--- src/rtl/sha_msg_scheduler.sv ---
// rtl/sha_msg_scheduler.sv - binds each AXI-Stream message to a free SHA schedule engine, round-robin.
// Optional per-message/per-block counters are enabled by defining SHA_MSG_SCHEDULER_STATS_EN.
module sha_msg_scheduler #(
    parameter int NUM_ENGINES = 4,
    parameter int DATA_WIDTH  = 512,
    parameter int ENG_IDX_W   = 2
) (
    input  logic                     axi_aclk,
    input  logic                     axi_reset,
    input  logic [DATA_WIDTH-1:0]    s_axis_tdata,
    input  logic [1:0]               s_axis_tuser,
    input  logic                     s_axis_tvalid,
    output logic                     s_axis_tready,
    input  logic                     s_axis_tlast,
    output logic [DATA_WIDTH-1:0]    m_axis_tdata,
    output logic                     m_axis_tlast,
    output logic [NUM_ENGINES-1:0]   m_axis_tvalid,
    input  logic [NUM_ENGINES-1:0]   m_axis_tready,
    output logic [NUM_ENGINES-1:0]   eng_en,
    output logic [2*NUM_ENGINES-1:0] eng_sha_type,
    input  logic [NUM_ENGINES-1:0]   eng_done,
    output logic [NUM_ENGINES-1:0]   eng_busy,
    output logic                     err_sticky
`ifdef SHA_MSG_SCHEDULER_STATS_EN
    ,
    output logic [31:0]              stat_msgs,
    output logic [31:0]              stat_blocks
`endif
);

    typedef enum logic [1:0] {
        ST_IDLE  = 2'd0,
        ST_ROUTE = 2'd1,
        ST_DROP  = 2'd2
    } state_t;

    state_t                   state_q;
    logic [ENG_IDX_W-1:0]     sel_q;
    logic [ENG_IDX_W-1:0]     rr_ptr_q;
    logic [NUM_ENGINES-1:0]   busy_q, busy_d;
    logic [NUM_ENGINES-1:0]   en_q, en_d;
    logic [2*NUM_ENGINES-1:0] sha_type_q, sha_type_d;
    logic                     err_q;

    logic                     found;
    logic [ENG_IDX_W-1:0]     pick;
    logic [ENG_IDX_W:0]       cand_sum;
    logic [ENG_IDX_W-1:0]     cand;
    logic                     dispatch;
    logic                     route_hs;
    logic                     drop_start;
    logic                     spurious;
    logic [NUM_ENGINES-1:0]   done_hit;
    logic [NUM_ENGINES-1:0]   sel_onehot;

    // First free engine at or after rr_ptr, wrapping modulo NUM_ENGINES.
    always_comb begin
        found    = 1'b0;
        pick     = '0;
        cand_sum = '0;
        cand     = '0;
        for (int k = 0; k < NUM_ENGINES; k++) begin
            cand_sum = {1'b0, rr_ptr_q} + (ENG_IDX_W+1)'(k);
            if (cand_sum >= (ENG_IDX_W+1)'(NUM_ENGINES)) begin
                cand_sum = cand_sum - (ENG_IDX_W+1)'(NUM_ENGINES);
            end
            cand = cand_sum[ENG_IDX_W-1:0];
            if (!found && !busy_q[cand]) begin
                found = 1'b1;
                pick  = cand;
            end
        end
    end

    assign dispatch   = (state_q == ST_IDLE) && s_axis_tvalid && (s_axis_tuser != 2'b11) && found;
    assign drop_start = (state_q == ST_IDLE) && s_axis_tvalid && (s_axis_tuser == 2'b11);
    assign route_hs   = (state_q == ST_ROUTE) && s_axis_tvalid && m_axis_tready[sel_q];
    assign done_hit   = eng_done & busy_q;
    assign spurious   = |(eng_done & ~busy_q);
    assign sel_onehot = dispatch ? (NUM_ENGINES'(1) << pick) : '0;

    always_comb begin
        busy_d     = (busy_q & ~done_hit) | sel_onehot;
        en_d       = (en_q & ~done_hit) | sel_onehot;
        sha_type_d = sha_type_q;
        for (int i = 0; i < NUM_ENGINES; i++) begin
            if (sel_onehot[i]) begin
                sha_type_d[2*i +: 2] = s_axis_tuser;
            end
        end
    end

    always_ff @(posedge axi_aclk or posedge axi_reset) begin
        if (axi_reset) begin
            state_q    <= ST_IDLE;
            sel_q      <= '0;
            rr_ptr_q   <= '0;
            busy_q     <= '0;
            en_q       <= '0;
            sha_type_q <= '0;
            err_q      <= 1'b0;
        end else begin
            busy_q     <= busy_d;
            en_q       <= en_d;
            sha_type_q <= sha_type_d;
            if (spurious || drop_start) begin
                err_q <= 1'b1;
            end
            case (state_q)
                ST_IDLE: begin
                    if (drop_start) begin
                        state_q <= ST_DROP;
                    end else if (dispatch) begin
                        sel_q   <= pick;
                        state_q <= ST_ROUTE;
                    end
                end
                ST_ROUTE: begin
                    if (route_hs && s_axis_tlast) begin
                        rr_ptr_q <= (sel_q == ENG_IDX_W'(NUM_ENGINES-1)) ? '0 : sel_q + 1'b1;
                        state_q  <= ST_IDLE;
                    end
                end
                ST_DROP: begin
                    if (s_axis_tvalid && s_axis_tlast) begin
                        state_q <= ST_IDLE;
                    end
                end
                default: state_q <= ST_IDLE;
            endcase
        end
    end

    // Routing is combinational so a beat is accepted in the same cycle the engine is ready.
    always_comb begin
        m_axis_tvalid = '0;
        s_axis_tready = 1'b0;
        case (state_q)
            ST_ROUTE: begin
                m_axis_tvalid[sel_q] = s_axis_tvalid;
                s_axis_tready        = m_axis_tready[sel_q];
            end
            ST_DROP:  s_axis_tready = 1'b1;
            default:  s_axis_tready = 1'b0;
        endcase
    end

    assign m_axis_tdata = s_axis_tdata;
    assign m_axis_tlast = s_axis_tlast;
    assign eng_en       = en_q;
    assign eng_busy     = busy_q;
    assign eng_sha_type = sha_type_q;
    assign err_sticky   = err_q;

`ifdef SHA_MSG_SCHEDULER_STATS_EN
    logic [31:0] stat_msgs_q;
    logic [31:0] stat_blocks_q;

    always_ff @(posedge axi_aclk or posedge axi_reset) begin
        if (axi_reset) begin
            stat_msgs_q   <= '0;
            stat_blocks_q <= '0;
        end else begin
            if (dispatch) begin
                stat_msgs_q <= stat_msgs_q + 32'd1;
            end
            if (route_hs) begin
                stat_blocks_q <= stat_blocks_q + 32'd1;
            end
        end
    end

    assign stat_msgs   = stat_msgs_q;
    assign stat_blocks = stat_blocks_q;
`endif

endmodule

--- config.mk ---
export PLATFORM = sky130hd
export DESIGN_NAME = sha_msg_scheduler
export DESIGN_NICKNAME = d
export VERILOG_FILES = /design/src/rtl/sha_msg_scheduler.sv
export SDC_FILE = /design/constraint.sdc
export NUM_CORES = 1
export LEC_CHECK = 0
export CAP_MARGIN = 5
export CORE_AREA = 2 2 414 416
export CTS_BUF_LIST = sky130_fd_sc_hd__clkbuf_4
export DETAILED_ROUTE_END_ITERATION = 8
export DIE_AREA = 0 0 416 418
export SLEW_MARGIN = 15
export SYNTH_ARGS = -nofsm -noshare
export SYNTH_HDL_FRONTEND = slang
export SYNTH_SLANG_ARGS = --single-unit
--- constraint.sdc ---
create_clock -name axi_aclk -period 2.3 [get_ports axi_aclk]
set_clock_uncertainty 0.2 [all_clocks]
set_input_delay 0.46 -clock axi_aclk [delete_from_list [all_inputs] [get_ports axi_aclk]]
set_output_delay 0.46 -clock axi_aclk [all_outputs]
set_load 0.01 [all_outputs]
==> impl_metrics.csv <==
group,metric,value,unit
status,outcome,"finished, violations left",
status,violations,"setup timing",
worst_setup_path,startpoint_type,"flip-flop",
clocking,cts_max_path_buffers,2,
floorplanning,pin_count,1061,
clocking,clkSinkCount,23,
synthesis,ys_warn_count,0,
synthesis,netlist_instances,629,
routing,dr.pass1.iters,4,
sta,timing.slew.headroom,71.4,%
layout,fin_nets,718,
floorplanning,core_area,169000,um^2
clocking,tritoncts,"yes",
routing,ant_nets,0,
sta,clock.fmax,0.382,GHz
global_route,use_met3,24.9,%
synthesis,synth_top_area_cell,"buf_4",
global_route,use_met1,2.39,%
worst_setup_path,cp_slowest_cell,"dfrtp_1",
worst_setup_path,cp_slowest_stage_delay,430,ps
synthesis,syn_area,5120,um^2
layout,drive_gt1_share,39.1,%
sta,tns,-657,ps
worst_hold_path,hold_class,"in -> async",
synthesis,ys_async_sr_fraction,100,%
power,powerDensity,591,nW/um^2
worst_setup_path,cp_common_cell,"buf_12",
floorplanning,rows,151,
sta,tightestPinTransition,428,ps
layout,register_area,577,um^2
clocking,cts_max_level,1,
worst_setup_path,crit_arrival,1960,ps
global_route,grt_max_degree,24,
clocking,clk_pin_slew,180,ps
routing,vias,2349,
layout,post-route-cell-area,4970,um^2
sta,setup_viol,5,
synthesis,synth_most_common_cell,"buf_4",
synthesis,postSynthAreaPerCell,8.14,um^2
layout,nFillCells,20100,
placed_design,portBuffers,36,
placed_design,dpl_cell_area,4820,um^2
sta,fin_crit,2620,ps
layout,multi_input_area,766,um^2
layout,syn_to_final_growth,-2.86,%
floorplanning,start_util,3.03,%
synthesis,synth_edf_count,0,
routing,drc,0,
clocking,insertion_delay,390,ps
routing,routed_wl,114,mm
placed_design,gp_congestion,0.874,
routing,wl_per_cell,47.3,um
global_route,antenna_found_initial,4,
global_route,grtUsageMet2,21.8,%
clocking,cts_buffers,3,
global_route,grt_pass1_wl,119,mm
floorplanning,die_w,416,um
synthesis,synthTopCellsByArea,"buf_4, dfrtp_1, ha_1",
sta,period_share,114,%
global_route,track_usage,12.5,%
worst_setup_path,cp_cell_sequence,"buf_12 -> mux2i_4 -> mux2i_4 -> buf_12 -> a21oi_4 -> nor2b_2 -> buf_12",
worst_setup_path,required,1640,ps
synthesis,yosys_register_bits,23,
flow_run,cap_violations,0,
clocking,root_buffer,"clkbuf_4",
synthesis,seq_area_frac_synth,11.2,%
sta,drv_slew,0,
sta,rsz0062_at_grt,"true",
worst_setup_path,cp_max_fo,3,
synthesis,synth_top_area_share,75.2,%
sta,finalHoldViolCount,0,
power,p_leak,0.951,nW
global_route,top_usage_layer,"met3",
floorplanning,die-area,174000,um^2
power,max-vdd-ir-drop,0.230,mV
global_route,grt_overflow_total,0,
synthesis,ys.flop_type,"dfrtp_1",
worst_setup_path,end_kind,"output port",
global_route,grt_pass1_vias,2255,
floorplanning,die_h,418,um
synthesis,syn-num-nets,1162,
worst_setup_path,critPathKind,"reg -> out",
sta,finalWorstSetupSlack,-316,ps
placed_design,hpwl,111,mm
synthesis,synthTopCellsByCount,"buf_4, dfrtp_1, inv_1, nand2_1, ha_1",
synthesis,ys_types,37,
layout,final_util,2.94,%
routing,via_per_inst,0.977,
routing,drt_iter0_markers,97,
flip-flops by register name, summed over array words and instances, names as in the netlist:
register      count
eng_en            4
sel_q             2
eng_sha_type      8
state_q           2
err_sticky        1
rr_ptr_q          2
eng_busy          4
critical path, delay by kind of cell (launching register included):
family	cells	cell delay, ps
buffers and inverters	3	450
multiplexers	2	430
flip-flops	1	430
AND/OR/NAND/NOR	1	150
AO/OA/AOI/OAI	1	60
power breakdown:
part | leakage, nW | internal, mW | switching, mW
Clock | 0.0177 | 0.0660 | 0.178
Sequential | 0.282 | 0.577 | 0.223
Combinational | 0.652 | 0.979 | 0.915
cell type report:
cell class | count | share of cell area, %
clock buffer | 3 | 0.453
inverter | 11 | 0.956
multi-input combinational | 79 | 15.4
timing repair buffer | 67 | 15.6
tap | 2218 | 55.8
antenna | 2 | 0.101
sequential | 23 | 11.6
clock inverter | 1 | 0.101
layer usage:
metal / share of wire, % / wire [um]
met1: 6.7 / 7580
met2: 49 / 56000
met3: 42 / 47800
met4: 1.9 / 2120
met5: 0.099 / 113
logic make-up after synthesis:
| logic type | share of synthesized area (%) |
|---|---|
| multiplexers | 2.98 |
| AO/OA/AOI/OAI | 3.64 |
| adder cells (fa/ha/maj) | 1.71 |
| flip-flops | 11.2 |
| buffers and inverters | 76.4 |
| AND/OR/NAND/NOR | 4.03 |
per-stage QoR:
stage | hold slack (ps) | setup slack (ps) | total power [mW] | instances
after floorplan | 262 | 316 | 2.25 | 629
after global placement | 265 | -419 | 2.65 | 2396
after detailed placement | 273 | -424 | 2.67 | 2396
after CTS | 165 | -424 | 3.07 | 2402
after global routing | 220 | -453 | 3.17 | 2403
final | 210 | -316 | 2.94 | 2404
final timing paths:
check / slack, ps / to / cells past startpoint / startpoint
max: -320 / s_axis_tready / 7 / sel_q[0]$_DFFE_PP0P_
min: 210 / eng_sha_type[3]$_DFFE_PP0P_ / 3 / axi_reset
max reg2reg: 90 / eng_sha_type[7]$_DFFE_PP0P_ / 4 / rr_ptr_q[0]$_DFFE_PP0P_
min reg2reg: 310 / eng_en[2]$_DFF_PP0_ / 1 / eng_en[2]$_DFF_PP0_
max in group asynchronous: 1390 / rr_ptr_q[1]$_DFFE_PP0P_ / 3 / axi_reset
min in group axi_aclk: 310 / eng_en[2]$_DFF_PP0_ / 1 / eng_en[2]$_DFF_PP0_
cell usage in the layout, fill, tap and decap left out, types with 2 or more instances in the layout:
| cell | count |
|---|---|
| dfrtp_1 | 22 |
| nand2_1 | 11 |
| nand3_1 | 5 |
| clkdlybuf4s50_1 | 29 |
| mux2_2 | 6 |
| o22ai_1 | 2 |
| buf_4 | 21 |
| mux2i_4 | 3 |
| diode_2 | 2 |
| o21ai_0 | 6 |
| a21o_1 | 2 |
| mux2_1 | 4 |
| inv_1 | 9 |
| o21bai_1 | 2 |
| ha_1 | 2 |
| and3_4 | 4 |
| nand4_1 | 5 |
| buf_12 | 16 |
| ha_4 | 4 |
| clkbuf_4 | 3 |
repair_timing:
| action | 4_1_cts | 5_1_grt |
|---|---|---|
| pin swaps | 5 | 0 |
| resized for setup | 27 | 0 |
| setup buffers | 4 | 0 |
| hold buffers | 0 | 0 |
| gates cloned | 0 | 0 |
| setup endpoints to repair | 10 | 5 |
No activity file was read; power rests on OpenSTA's default activity.
